**config.mk**
```make
export PLATFORM = sky130hd
export DESIGN_NAME = scan_driver
export DESIGN_NICKNAME = d
export VERILOG_FILES = /design/src/rtl/scan_driver.sv
export SDC_FILE = /design/constraint.sdc
export NUM_CORES = 1
export LEC_CHECK = 0
export CAP_MARGIN = 20
export CORE_MARGIN = 1.5
export CORE_UTILIZATION = 40
export DETAILED_ROUTE_END_ITERATION = 16
export PLACE_DENSITY = 0.68
export SLEW_MARGIN = 20
export SYNTH_ARGS = -nofsm -noshare
export SYNTH_HDL_FRONTEND = slang
export SYNTH_SLANG_ARGS = --single-unit
export TNS_END_PERCENT = 20
```
**constraint.sdc**
```tcl
create_clock -name clk -period 2.5 [get_ports clk]
set_clock_uncertainty 0.05 [all_clocks]
set_input_delay 0.5 -clock clk [delete_from_list [all_inputs] [get_ports clk]]
set_output_delay 0.5 -clock clk [all_outputs]
set_load 0.1 [all_outputs]
```
**src/rtl/scan_driver.sv**
```systemverilog
// Time-multiplexed 7-segment scanner: steps digit positions at a fixed rate,
// with per-slot dead-time blanking, frame snapshotting and masked blinking.
module scan_driver #(
  parameter int unsigned NUM_DIGITS   = 6,
  parameter int unsigned SCAN_DIV     = 50000,
  parameter int unsigned BLANK_CYCLES = 5000,
  parameter int unsigned BLINK_FRAMES = 40
) (
  input  logic                    clk,
  input  logic                    rst_n,
  input  logic                    en,
  input  logic [4*NUM_DIGITS-1:0] digits,
  input  logic [NUM_DIGITS-1:0]   blink_mask,
  output logic [3:0]              bcd_pos,
  output logic [3:0]              bcd_digit,
  output logic                    digit_blank,
  output logic                    frame_tick
);

  localparam int unsigned CNT_W = $clog2(SCAN_DIV);
  localparam int unsigned FR_W  = (BLINK_FRAMES > 1) ? $clog2(BLINK_FRAMES) : 1;
  localparam int unsigned DW    = 4 * NUM_DIGITS;
  localparam int unsigned POS_W = 3;

  logic [CNT_W-1:0] cnt_q, cnt_d;
  logic [POS_W-1:0] pos_q, pos_d;
  logic [FR_W-1:0]  frame_cnt_q, frame_cnt_d;
  logic             blink_phase_q, blink_phase_d;
  logic [DW-1:0]    snap_q, snap_d;

  logic [3:0]       bcd_pos_q, bcd_pos_d;
  logic [3:0]       bcd_digit_q, bcd_digit_d;
  logic             digit_blank_q, digit_blank_d;
  logic             frame_tick_q, frame_tick_d;

  logic             slot_end;
  logic             wrap;
  logic             vis;
  logic [7:0]       mask_pad;
  logic [31:0]      snap_pad;
  logic [3:0]       nibble;

  // Slot/frame counters, snapshot and blink phase
  always_comb begin
    cnt_d         = cnt_q;
    pos_d         = pos_q;
    frame_cnt_d   = frame_cnt_q;
    blink_phase_d = blink_phase_q;
    snap_d        = snap_q;

    slot_end = (cnt_q == CNT_W'(SCAN_DIV - 1));
    wrap     = en && slot_end && (pos_q == POS_W'(NUM_DIGITS - 1));

    if (en) begin
      if (slot_end) begin
        cnt_d = '0;
        pos_d = wrap ? '0 : pos_q + POS_W'(1);
      end else begin
        cnt_d = cnt_q + CNT_W'(1);
      end
    end

    if (wrap) begin
      snap_d = digits;
      if (frame_cnt_q == FR_W'(BLINK_FRAMES - 1)) begin
        frame_cnt_d   = '0;
        blink_phase_d = ~blink_phase_q;
      end else begin
        frame_cnt_d = frame_cnt_q + FR_W'(1);
      end
    end
  end

  // Output selection from the current state; registered below
  always_comb begin
    mask_pad = 8'(blink_mask);
    snap_pad = 32'(snap_q);
    nibble   = 4'h0;
    for (int i = 0; i < 8; i++) begin
      if (pos_q == POS_W'(i)) nibble = snap_pad[i*4 +: 4];
    end

    vis = en && (cnt_q >= CNT_W'(BLANK_CYCLES)) && !(blink_phase_q && mask_pad[pos_q]);

    bcd_pos_d     = 4'hF;
    bcd_digit_d   = 4'h0;
    digit_blank_d = 1'b1;
    frame_tick_d  = wrap;
    if (vis) begin
      bcd_pos_d     = 4'(pos_q);
      bcd_digit_d   = nibble;
      digit_blank_d = 1'b0;
    end
  end

  always_ff @(posedge clk or negedge rst_n) begin
    if (!rst_n) begin
      cnt_q         <= '0;
      pos_q         <= '0;
      frame_cnt_q   <= '0;
      blink_phase_q <= 1'b0;
      snap_q        <= '0;
      bcd_pos_q     <= 4'hF;
      bcd_digit_q   <= 4'h0;
      digit_blank_q <= 1'b1;
      frame_tick_q  <= 1'b0;
    end else begin
      cnt_q         <= cnt_d;
      pos_q         <= pos_d;
      frame_cnt_q   <= frame_cnt_d;
      blink_phase_q <= blink_phase_d;
      snap_q        <= snap_d;
      bcd_pos_q     <= bcd_pos_d;
      bcd_digit_q   <= bcd_digit_d;
      digit_blank_q <= digit_blank_d;
      frame_tick_q  <= frame_tick_d;
    end
  end

  assign bcd_pos     = bcd_pos_q;
  assign bcd_digit   = bcd_digit_q;
  assign digit_blank = digit_blank_q;
  assign frame_tick  = frame_tick_q;

endmodule

```
==> results.md <==
* Cell area after synthesis at 0.003010 mm^2
* Main synth FF type: dfrtp_1
* CTS max path bufs at 2
* Drt initial violations at 55
* Combinational power share at 8.2%
* Pin count of the biggest net entering global routing at 37
* Row count at 31
* H-tree depth at 3
* Detail Route Antenna Nets at 0
* CTS Hold Buffers Added at 0
* Die Height at around 90 um
* Post-CTS Resized at 0
* CTS buffer count at 9
* Cells after Synth at 263
* Area of the die at ~0.0081 mm^2
* Area delta synth->final at 22.03%
* CP cell instances: inv_1, ha_1, and2_1, nand2_4, mux2_4
* Endpoints failing setup at 0
* Placed Instances at 397
* Main area contributors after synthesis: dfrtp_1 46%, mux2_4 10%, ha_1 3.7%, dfstp_2 3.5%, xnor2_1 2.6%
* Mean Syn Cell Area at between 10 and 15 um^2
* Period utilization at 84.04%
* Buf/Inv on CP at 1
* Drt wl/cell at around 15 um
* Fmax at 476.0 MHz
* Top Family by Delay on Critical Path: simple AND/OR/NAND/NOR gates
* DR vias/cell at roughly 5.1
* First-pass GRT wire length at 10250 um
* Lkg Pwr at between 1.5 and 2 nW
* Post-Syn Nets at around 310
* Unrepaired setup endpoints after global routing: no
* Placed cell areas at 0.003501 mm^2
* Core Region at 0.007253 mm^2
* Final GP Congestion at 0.9203
* Initial core utilization at 41.50%
* Ratio of cells with drive above 1 in the final layout at between 20% and 30%
* #FFs+latches synth at about 60
* Sw frac at 25.16%
* Max_cap viols at 0
* VDD IR max at about 210 uV
* Crit Path Max Fanout at 25
* CTS tree: built
* Layout Cell Area excl Fill at 0.003674 mm^2
* # DRC at 0
* Vias in the first global route at 2099
* Synthesis Warnings at 0
* Drt pass-1 iters at 4
* Post-synthesis sequential area ratio at between 40% and 50%
* Area share of the largest cell type after synthesis at between 40% and 50%
* Grt ovf at 0
* Max-slew violations at 0
* # nets final at 351
* Final hold vios at 0
* Most common cell after layout, fill and taps aside: dfrtp_1
* Type of the worst setup path: reg2reg
* NetSw at about 0.50 mW
* Crit path from: pos_q[1]
* Slowest stage delay, CP at around 0.45 ns
* PD cells at approximately 540 mW/mm^2
* Antenna diodes at 0
* Worst-path clk slew at approximately 0.06 ns
* IO Port Bufs at 42
* EDFF count, synth at 0
* Largest area contributor in the netlist: dfrtp_1
* Netlist cell types at 42
* Arrival @ worst endpoint at 2.27 ns
* Sequential share of power at between 50% and 60%
* Asr flop ratio synth at between 90% and 100%
* # IOs at 43
* Pint at 1.497 mW
* Die W at 89.75 um
* Routed WL at 6014 um
* Reg2reg start: pos_q[1]
* Slowest-stage cell, CP: ha_1
* Total GRT Usage at between 15 and 20%
* CP required at 2.67 ns
* Worst-Margin Slew at 0.5484 ns
* Setup Fix Bufs, Post-CTS at 0
* Initial antenna violation count at 0
* Clock power share at 38.2%
* Crit. End Element: register
* Slew headroom at 63.44%
* Worst hold path type: in2async
* Via count at about 2100
* Final setup TNS at 0 ns
* Clk sinks at 59
* Status: finished, final reports clean
* Fin crit period at ~2.1 ns
* DPL Wire Length at 4295 um
* Hold_ws at approximately 0.096 ns
* Clk_lat worst skew at approximately 0.34 ns
* Fin cells at 413
* CTS root buffer: clkbuf_8
* Worst setup SP type: register
* Most frequent cells in the layout: 55 x dfrtp_1, 31 x clkdlybuf4s50_1, 20 x mux2_4
[layout make-up]
type	instances	area (um^2)
inverters	18	67.56
well taps	99	123.9
repair buffers	48	447.9
clock inverters	2	10.01
flip-flops and latches	59	1481
clock buffers	14	162.7
fillers	658	3580
multi-input cells	173	1380
[cells by family after synthesis]
family	after synthesis	share of synthesized area, %
buffers and inverters	31	4.946
AND/OR/NAND/NOR	81	15.54
flip-flops	59	49.21
multiplexers	30	13.92
adder cells (fa/ha/maj)	9	3.741
XOR/XNOR	15	4.364
AO/OA/AOI/OAI	38	8.270
[per-layer routing]
| metal | share of wire (%) | global-route usage, % | wire length (um) | vias up |
|---|---|---|---|---|
| li1 | - | - | - | 1025 |
| met1 | 47 | 21.57 | 2826 | 1028 |
| met2 | 46 | 24.30 | 2781 | 44 |
| met3 | 4.8 | 5.076 | 291 | 10 |
| met4 | 1.9 | 7.937 | 115 | 0 |
| met5 | 0 | 0 | 0 | - |
[power by group through the flow]
stage	clock, mW	combinational, mW	sequential [mW]
after detailed placement	0	0.170	1.08
after floorplan	0	0.0983	1.05
after CTS	0.786	0.168	1.07
after global placement	0	0.163	1.08
after global routing	0.833	0.186	1.08
final	0.763	0.165	1.07
[worst register-to-register path, cell delays in order (launching register included)]
cell	delay, ns
dfrtp_1	0.41
inv_1	0.15
ha_1	0.45
and2_1	0.26
nand2_4	0.26
mux2_4	0.40
[registers in the layout, indices dropped and copies added (netlist names)]
signal,cells
bcd_digit,4
bcd_pos,4
blink_phase_q,1
cnt_q,16
frame_cnt_q,6
frame_tick,1
pos_q,3
snap_q,24
[cells in the mapped netlist (all sizes together) (7+ instances only)]
cell / count
dfrtp: 55
mux2: 25
nand2: 20
inv: 18
a21oi: 13
nand3: 12
ha: 9
nor2: 9
xnor2: 9
nand4: 8
buf: 7
[path summary, 6_finish.rpt]
check	depth (start not counted)	slack, ns	to
setup / recovery	5	0.40	snap_q[12]
min in group clk	1	0.46	snap_q[21]
hold / removal	1	0.1	cnt_q[0]
max in group asynchronous	2	1.73	snap_q[3]
setup reg to reg	5	0.40	snap_q[12]
hold reg to reg	1	0.46	snap_q[21]
[metrics by stage]
step	utilization, %	total power, mW	setup slack, ns
after floorplan	-	1.150	0.5903
after global placement	48.27	1.245	0.1432
after detailed placement	48.27	1.254	0.1227
after CTS	50.65	2.024	0.3776
after global routing	50.65	2.097	0.2382
final	50.65	2.000	0.3990
Note: power is estimated with default switching activity, not from simulation.
